## src/rtl/noc_eject_port.sv

```systemverilog
// noc_eject_port: receiving end of a router output port, feeding the local core.
//
// Flits are pushed into one FIFO per virtual channel. Per-VC ready (oack) and
// lock (olck) go back to the router. HEAD/DATA/TAIL ordering is tracked per VC,
// and HEAD destinations are checked against {my_xpos, my_ypos}. Whole packets
// are handed to the core over a valid/ready stream, one VC at a time, with
// round-robin selection between packets.
//
// Flit layout: [34:32] type, [31:10] spec, [9:8] vch, [7:4] src, [3:0] dst.
// Type codes: 3'd1 HEAD, 3'd2 DATA, 3'd3 TAIL; any other code is illegal.
//
// Ports:
//   clk, rst_                 clock, asynchronous active-high reset
//   idata, ivalid, ivch       flit from the router
//   oack[NVC]                 per-VC ready to the router (FIFO not full)
//   olck[NVC]                 per-VC lock to the router (packet open)
//   my_xpos, my_ypos          own coordinates
//   pkt_data, pkt_vch         flit to the core and its VC
//   pkt_valid, pkt_ready      core handshake
//   pkt_sof, pkt_eof          pkt_data is HEAD / TAIL
//   err_seq, err_dst, err_ovf one-cycle error pulses
//   pkt_cnt, flit_cnt         saturating delivery counters (EJECT_STATS_EN only)
//
// Build option: define EJECT_STATS_EN to add the pkt_cnt/flit_cnt counters.
//
// Output FSM states:
//   state    | meaning
//   S_IDLE   | no packet in progress; pick next VC with a HEAD, drop orphans
//   S_STREAM | forwarding the packet of VC cur_q until its TAIL is popped

module noc_eject_port #(
  parameter int DATA_W = 35,
  parameter int NVC    = 2,
  parameter int VCW    = 1,
  parameter int DEPTH  = 4
) (
  input  logic              clk,
  input  logic              rst_,
  input  logic [DATA_W-1:0] idata,
  input  logic              ivalid,
  input  logic [VCW-1:0]    ivch,
  output logic [NVC-1:0]    oack,
  output logic [NVC-1:0]    olck,
  input  logic [1:0]        my_xpos,
  input  logic [1:0]        my_ypos,
  output logic [DATA_W-1:0] pkt_data,
  output logic [VCW-1:0]    pkt_vch,
  output logic              pkt_valid,
  input  logic              pkt_ready,
  output logic              pkt_sof,
  output logic              pkt_eof,
  output logic              err_seq,
  output logic              err_dst,
  output logic              err_ovf
`ifdef EJECT_STATS_EN
  ,
  output logic [15:0]       pkt_cnt,
  output logic [15:0]       flit_cnt
`endif
);

  localparam int PW = $clog2(DEPTH);
  localparam int CW = PW + 1;

  localparam logic [2:0] T_HEAD = 3'd1;
  localparam logic [2:0] T_DATA = 3'd2;
  localparam logic [2:0] T_TAIL = 3'd3;

  typedef enum logic {S_IDLE, S_STREAM} state_t;

  logic [DATA_W-1:0] mem    [NVC][DEPTH];
  logic [PW-1:0]     wr_ptr [NVC];
  logic [PW-1:0]     rd_ptr [NVC];
  logic [CW-1:0]     count  [NVC];
  logic [2:0]        head_type [NVC];
  logic [NVC-1:0]    open_q;

  state_t            state_q, state_d;
  logic [VCW-1:0]    cur_q, cur_d;
  logic [VCW-1:0]    rr_q, rr_d;

  logic              push, set_open, clr_open;
  logic              seq_err, dst_err, ovf_err;
  logic [NVC-1:0]    pop;
  logic              core_pop;
  logic              core_tail;
  logic              found;
  logic [2:0]        in_type;

  // Ready depends on registered occupancy only, so reset restores it at once.
  always_comb begin
    for (int v = 0; v < NVC; v++) begin
      oack[v]      = (count[v] != CW'(DEPTH));
      head_type[v] = mem[v][rd_ptr[v]][DATA_W-1 -: 3];
    end
  end

  assign olck    = open_q;
  assign in_type = idata[DATA_W-1 -: 3];

  // Input acceptance and sequencing checks. A full VC drops the flit without
  // touching the packet state of that VC.
  always_comb begin
    push     = 1'b0;
    set_open = 1'b0;
    clr_open = 1'b0;
    seq_err  = 1'b0;
    dst_err  = 1'b0;
    ovf_err  = 1'b0;
    if (ivalid) begin
      if (!oack[ivch]) begin
        ovf_err = 1'b1;
      end else begin
        case (in_type)
          T_HEAD: begin
            push     = 1'b1;
            set_open = 1'b1;
            seq_err  = open_q[ivch];
            dst_err  = (idata[3:0] != {my_xpos, my_ypos});
          end
          T_DATA: begin
            if (open_q[ivch]) push = 1'b1;
            else              seq_err = 1'b1;
          end
          T_TAIL: begin
            if (open_q[ivch]) begin
              push     = 1'b1;
              clr_open = 1'b1;
            end else begin
              seq_err = 1'b1;
            end
          end
          default: seq_err = 1'b1;
        endcase
      end
    end
  end

  // Output FSM: next state, pops and core-side outputs.
  always_comb begin
    state_d   = state_q;
    cur_d     = cur_q;
    rr_d      = rr_q;
    pop       = '0;
    found     = 1'b0;
    core_pop  = 1'b0;
    core_tail = 1'b0;
    pkt_valid = 1'b0;
    pkt_data  = '0;
    pkt_vch   = '0;
    pkt_sof   = 1'b0;
    pkt_eof   = 1'b0;
    case (state_q)
      S_IDLE: begin
        // Non-HEAD flits at a FIFO head here cannot belong to a packet the
        // core will ever see, so they are discarded.
        for (int i = 0; i < NVC; i++) begin
          if (count[i] != '0 && head_type[i] != T_HEAD) pop[i] = 1'b1;
        end
        for (int k = 0; k < NVC; k++) begin
          if (!found && count[(int'(rr_q) + k) % NVC] != '0 &&
              head_type[(int'(rr_q) + k) % NVC] == T_HEAD) begin
            found   = 1'b1;
            cur_d   = VCW'((int'(rr_q) + k) % NVC);
            state_d = S_STREAM;
          end
        end
      end
      S_STREAM: begin
        if (count[cur_q] != '0) begin
          pkt_valid = 1'b1;
          pkt_data  = mem[cur_q][rd_ptr[cur_q]];
          pkt_vch   = cur_q;
          pkt_sof   = (head_type[cur_q] == T_HEAD);
          pkt_eof   = (head_type[cur_q] == T_TAIL);
        end
        if (pkt_valid && pkt_ready) begin
          pop[cur_q] = 1'b1;
          core_pop   = 1'b1;
          if (pkt_eof) begin
            core_tail = 1'b1;
            state_d   = S_IDLE;
            rr_d      = (cur_q == VCW'(NVC - 1)) ? '0 : cur_q + 1'b1;
          end
        end
      end
      default: state_d = S_IDLE;
    endcase
  end

  // FIFO storage carries no reset; occupancy and pointers define validity.
  always_ff @(posedge clk) begin
    if (push) mem[ivch][wr_ptr[ivch]] <= idata;
  end

  always_ff @(posedge clk or posedge rst_) begin
    if (rst_) begin
      for (int v = 0; v < NVC; v++) begin
        wr_ptr[v] <= '0;
        rd_ptr[v] <= '0;
        count[v]  <= '0;
      end
      open_q  <= '0;
      state_q <= S_IDLE;
      cur_q   <= '0;
      rr_q    <= '0;
      err_seq <= 1'b0;
      err_dst <= 1'b0;
      err_ovf <= 1'b0;
    end else begin
      for (int v = 0; v < NVC; v++) begin
        if (push && ivch == VCW'(v)) wr_ptr[v] <= wr_ptr[v] + 1'b1;
        if (pop[v])                  rd_ptr[v] <= rd_ptr[v] + 1'b1;
        if ((push && ivch == VCW'(v)) && !pop[v])      count[v] <= count[v] + 1'b1;
        else if (!(push && ivch == VCW'(v)) && pop[v]) count[v] <= count[v] - 1'b1;
      end
      if (set_open)      open_q[ivch] <= 1'b1;
      else if (clr_open) open_q[ivch] <= 1'b0;
      state_q <= state_d;
      cur_q   <= cur_d;
      rr_q    <= rr_d;
      err_seq <= seq_err;
      err_dst <= dst_err;
      err_ovf <= ovf_err;
    end
  end

`ifdef EJECT_STATS_EN
  always_ff @(posedge clk or posedge rst_) begin
    if (rst_) begin
      pkt_cnt  <= '0;
      flit_cnt <= '0;
    end else begin
      if (core_pop && flit_cnt != 16'hFFFF)  flit_cnt <= flit_cnt + 16'd1;
      if (core_tail && pkt_cnt != 16'hFFFF)  pkt_cnt  <= pkt_cnt + 16'd1;
    end
  end
`endif

endmodule

```

## config.mk

```make
export PLATFORM = sky130hd
export DESIGN_NAME = noc_eject_port
export DESIGN_NICKNAME = d
export VERILOG_FILES = /design/src/rtl/noc_eject_port.sv
export SDC_FILE = /design/constraint.sdc
export NUM_CORES = 1
export LEC_CHECK = 0
export ABC_AREA = 1
export BUFFER_PORTS_ARGS = -buffer_cell sky130_fd_sc_hd__buf_4
export CELL_PAD_IN_SITES_DETAIL_PLACEMENT = 2
export CELL_PAD_IN_SITES_GLOBAL_PLACEMENT = 2
export CORE_UTILIZATION = 37
export CTS_CLUSTER_DIAMETER = 40
export DETAILED_ROUTE_END_ITERATION = 16
export HOLD_SLACK_MARGIN = 0.15
export PLACE_DENSITY_LB_ADDON = 0.1
export SLEW_MARGIN = 20
export SYNTH_ARGS = -nofsm -noshare
export SYNTH_HDL_FRONTEND = slang
export SYNTH_SLANG_ARGS = --single-unit
```

## constraint.sdc

```tcl
create_clock -name clk -period 3.1 [get_ports clk]
set_input_delay 0.31 -clock clk [delete_from_list [all_inputs] [get_ports clk]]
set_output_delay 0.31 -clock clk [all_outputs]
set_load 0.02 [all_outputs]
```

After elaboration in Yosys (flattened, before gate mapping) --
Memories as Yosys holds them, arrays and structs flattened. Index checks and enable logic that the tools add are counted.
Storage, ports and cells: flip-flop bits (word level) 22, RAM bits 280, bits of input ports 44, output and inout bits 46, memories kept 1
Memory list:
- mem | words 2, bits a word 140, rd ports 3, clocked after memory_dff 0, wr ports 1, RTL line 71 | logic [DATA_W-1:0] mem [NVC][DEPTH];
Operators by class: add/subtract/negate cells 10, order comparisons 13, eq/ne operators 12, muxes and demuxes 95, bitwise gates (word level) 14, reductions and logical operators 32
Operators by type and width (count):
- two-way mux 35 bit | 9
- binary-select mux 35 bit (select 2 bit) | 3
- two-way mux 140 bit | 1
- demux 35 bit (select 2 bit) | 1
- two-way mux 3 bit | 22
- greater-or-equal comparator 32 x 2 -> 1 bit, second input constant | 2
- two-way mux 1 bit | 44
- NOT 1 -> 32 bit | 1
- NOT 32 bit | 1
- two-way mux 2 bit | 9
- logical AND 1 bit | 15
- nonzero test 3 bit | 5
- == test 3 x 1 -> 1 bit, second input constant | 4
- greater-or-equal comparator 3 bit, second input constant | 4
- NOT 2 -> 3 bit | 4
- == test 3 x 2 -> 1 bit, second input constant | 3
- adder 2 x 1 -> 2 bit, second input constant | 4
- nonzero test 2 bit | 4
- adder 3 x 1 -> 3 bit, second input constant | 2
- != test 3 x 1 -> 1 bit, second input constant | 2
- != test 3 bit, second input constant | 2
- case mux 1 bit (2 select lines) | 3
- subtractor 3 x 1 -> 3 bit, second input constant | 2
- zero test 1 bit | 5
- 17 further kinds | 24

Longest topological paths before layout --
depth in word-level cells 16, mapped depth 15, mapped depth without buffers 15

Least setup slack after synthesis --
Ideal clock, no wire load.
path kind register to register, from reg count[0] (netlist bit), to mem mem[0][105] (netlist bit) (enable), data arrival time 2.816 ns, path slack -0.143 ns, cell stages (with the launch flop) 9, path buffers 0, clock period less this slack 3.243 ns, cell sequence dfrtp_1 inv_1 nand3_1 o21ai_0 nor2_1 nand2_1 nor2_1 nand2_1 nor2_1
On the way: cells in the longest elaborated chain, start to end 7
RTL lines:
- start: declaration | RTL line 74 | logic [CW-1:0] count [NVC];
- start signal: indexed assignment | RTL line 214 | if ((push && ivch == VCW'(v)) && !pop[v]) count[v] <= count[v] + 1'b1;
- start signal: indexed assignment | RTL line 215 | else if (!(push && ivch == VCW'(v)) && pop[v]) count[v] <= count[v] - 1'b1;
- != test 3 bit | RTL line 93 | oack[v] = (count[v] != CW'(DEPTH));
- via oack[1] | RTL line 42 | output logic [NVC-1:0] oack,
- two-way mux 1 bit (not written as such) (2 in series) | RTL line 111 | if (!oack[ivch]) begin
- two-way mux 1 bit | RTL line 111
- two-way mux 1 bit | RTL line 110 | if (ivalid) begin
- two-way mux 1 bit | RTL line 193 | if (push) mem[ivch][wr_ptr[ivch]] <= idata;
- two-way mux 140 bit (not written as such) | RTL line 193
- end: declaration | RTL line 71
The timed path passes the listed nets, and every way through them passes these cells. The select of a mux whose other input is x is not followed.

Worst setup path after layout --
from reg cur_q, to out pkt_data[27]
On the way: cells in the longest elaborated chain, start to end 10, elaborated cells on any way between the ends 15, classes of those cells 11 x mux; 2 x bitwise; 1 x reduce/logical; 1 x memory
RTL lines:
- start: declaration | RTL line 79 | logic [VCW-1:0] cur_q, cur_d;
- start signal: assignment | RTL line 220 | cur_q <= cur_d;
- NOT 1 -> 2 bit (not written as such) | RTL line 170, 172
- two-way mux 2 bit (not written as such) (3 in series) | RTL line 172 | pkt_data = mem[cur_q][rd_ptr[cur_q]];
- NOT 2 -> 3 bit (not written as such) | RTL line 172
- binary-select mux 35 bit (select 2 bit) | RTL line 172
- two-way mux 35 bit (not written as such) (2 in series) | RTL line 172
- two-way mux 35 bit * | RTL line 170 | if (count[cur_q] != '0) begin
- two-way mux 35 bit * | RTL line 153 | case (state_q)
- end: declaration | RTL line 46 | output logic [DATA_W-1:0] pkt_data,
Mark *: on every way between the ends. The rest lies on a longest branch, timed or not. The select of a mux whose other input is x is not followed.

==> results.sh <==
export IMPL_ys_seq_elements=302
export IMPL_grt_use_met3=0.0337
export IMPL_start_util=0.376
export IMPL_power_leakage_uw=0.00582
export IMPL_netlist_cell_type_count=31
export IMPL_vias=8717
export IMPL_cts_buffers=51
export IMPL_min_from="my_xpos[0]"
export IMPL_tightest_slew_ps=981
export IMPL_cts_htree_levels=2
export IMPL_ant_nets=0
export IMPL_grtUsageMet2=0.382
export IMPL_wirelength_um=37500
export IMPL_die_area_mm2=0.0347
export IMPL_synth_area_mm2=0.0126
export IMPL_hold_viol_final=0
export IMPL_crit_fanout=44
export IMPL_cp_arrival_ps=2660
export IMPL_drtPass1Iterations=4
export IMPL_clk_insertion_delay_late_ps=550
export IMPL_pwr_density_cell_mw_per_mm2=1040
export IMPL_grt_pass1_vias=9800
export IMPL_p_int_uw=10100
export IMPL_overflow=0
export IMPL_synth_seq_area_share=0.712
export IMPL_ir_worst_vdd_mv=0.514
export IMPL_post_drt_wl_per_cell_um=22.1
export IMPL_detail_route_vias_per_cell=5.13
export IMPL_start_kind="flip-flop"
export IMPL_clock_skew_ps=18.0
export IMPL_num_rows=67
export IMPL_io_buffer_count=89
export IMPL_mostFrequentLayoutCell="edfxtp_1"
export IMPL_layout_common_cells="edfxtp_1 (280), nor2_1 (218), o21ai_0 (168), nand2_1 (130), buf_4 (101)"
export IMPL_clock_sinks=302
export IMPL_clockPowerShare=0.318
export IMPL_setup_ws_ps=126
export IMPL_core_area_mm2=0.0334
export IMPL_tns_ps=0
export IMPL_synth_top_area_frac=0.669
export IMPL_r2r_start="count[0]"
export IMPL_syn_area_per_cell_um2=11.8
export IMPL_comb_power_share=0.386
export IMPL_ios=90
export IMPL_worst_setup_path_type="reg -> out"
export IMPL_cts_tree="done"
export IMPL_die_h_um=186
export IMPL_grt_max_degree=89
export IMPL_status="completed"
export IMPL_slowest_delay_ps=580
export IMPL_slowest_stage="dfrtp_4"
export IMPL_diodes=0
export IMPL_grtUsageTotal=0.216
export IMPL_switching_share=0.388
export IMPL_fmax_mhz=336
export IMPL_root_buffer="clkbuf_16"
export IMPL_antenna_found_initial=0
export IMPL_gp_congestion=0.723
export IMPL_drc=0
export IMPL_worstPathCellList="o21ai_4 -> clkinv_2 -> buf_16 -> nor2_1 -> o21ai_0 -> o21ai_0 -> nor2_1 -> buf_4"
export IMPL_cts_path_max_buffers=3
export IMPL_synth_top_cells_by_area="edfxtp_1 (67%), nor2_1 (6.7%), o21ai_0 (6.7%), dfrtp_1 (4.4%), nand2_1 (3.9%)"
export IMPL_maxCapViolCount=0
export IMPL_dpl_hpwl_um=20600
export IMPL_finalMaxSlewViolations=0
export IMPL_end_kind="output pin"
export IMPL_met1_usage=0.274
export IMPL_power_uw=16500
export IMPL_synth_fp_nets=1111
export IMPL_dieWidth_um=186
export IMPL_post_route_period_util=0.959
export IMPL_clk_pin_slew_ps=50
export IMPL_critPathLaunch="cur_q"
export IMPL_seqPwrFrac=0.296
export IMPL_fin_util=0.475
export IMPL_holdWs_ps=169
export IMPL_relSlewSlack=0.342
export IMPL_drive_above_1_share=0.186
export IMPL_hold_class="in -> reg"
export IMPL_first_iter_violations=434
export IMPL_gr_max_usage_layer="met2"
export IMPL_yosysTopAreaCell="edfxtp_1"
export IMPL_period_minus_slack_ps=2970
export IMPL_grt_pass1_wl_um=57500
export IMPL_syn_inst=1063
export IMPL_nets=1262
export IMPL_worstPathRequired_ps=2790
export IMPL_syn_to_final_growth_pct=26.4
export IMPL_finalSetupViolCount=0
export IMPL_power_switching_uw=6390
export IMPL_place_ws_ps=367
export IMPL_yosysWarnings=0
through the flow:
stage / cell area (um2) / cells
finish: 15900 / 1698
global route: 15900 / 1698
detailed placement: 13900 / 1569
CTS: 15900 / 1697
floorplan: 12600 / 1063
global placement: 13900 / 1569
power by group through the flow:
stage	Combinational [uW]	Sequential, uW	Clock (uW)
finish	6360	4870	5250
global route	6980	4900	5540
CTS	6400	4870	5370
detailed placement	6270	4940	0
global placement	6140	4930	0
floorplan	3980	4880	0
path summary, 6_finish.rpt:
check | end | slack (ps) | cells after the start
worst min-delay path | err_dst | 170 | 3
worst min register to register | rr_q | 480 | 2
max in group asynchronous | cur_q | 2130 | 3
min in group asynchronous | err_seq | 430 | 3
worst max-delay path | pkt_data[27] | 130 | 8
worst max register to register | count[2] | 490 | 14
synthesized netlist by cell type, drive strengths merged:
cell	count
fa	2
nand4	4
inv	44
o21ai	171
nand2	131
xor2	4
a21oi	17
edfxtp	280
nand3	52
xnor2	6
nor3	27
a31oi	8
buf	34
a41oi	1
o211ai	1
a21boi	8
mux2	1
dfrtp	22
nor2	224
clkbuf	22
nand3b	2
ha	2
registers in the layout, indices dropped and copies added (netlist names), named ones only:
signal and count:
rr_q 1, wr_ptr 4, mem 280, state_q 1, err_seq 1, count 6
rd_ptr 4, err_dst 1, err_ovf 1, cur_q 1
layout make-up:
cell class                 instances  area [um2]
clock buffer                      57        1300
clock inverter                    32         288
fill                            3291       17600
inverter                          44         169
multi-input combinational        661        3190
sequential                       302        8960
tap                              448         561
timing repair buffer             154        1420
critical path, delay by kind of cell (launching register included):
| kind | cells | cell delay, ps |
|---|---|---|
| compound gates | 3 | 610 |
| buf+inv | 3 | 610 |
| flops | 1 | 580 |
| simple gates | 2 | 290 |
cells by family (layout without fill, tap and decap cells):
kind of cell | Yosys count | in the layout | share of synthesized area
mux | 1 | 1 | 0.000895
compound gates | 206 | 206 | 0.0858
buf+inv | 100 | 287 | 0.0386
fa+ha+maj | 4 | 4 | 0.00517
flops | 302 | 302 | 0.712
xor+xnor | 10 | 10 | 0.00696
simple gates | 440 | 440 | 0.150
layer usage:
| metal | part of all wire | vias to the layer above |
|---|---|---|
| met5 | 0 | - |
| met4 | 0.018 | 0 |
| met3 | 0.029 | 56 |
| met2 | 0.51 | 143 |
| met1 | 0.44 | 4482 |
| li1 | - | 4036 |
what timing repair did:
item / in CTS / in global routing
endpoints found under the setup margin: 1 / 6
gates resized for setup: 1 / 4
cloned: 0 / 1
setup buffers: 0 / 0
hold endpoints to repair: 307 / 0
hold buffers: 39 / 0
pin swaps: 0 / 0
Power figures use the tool's default switching activity.
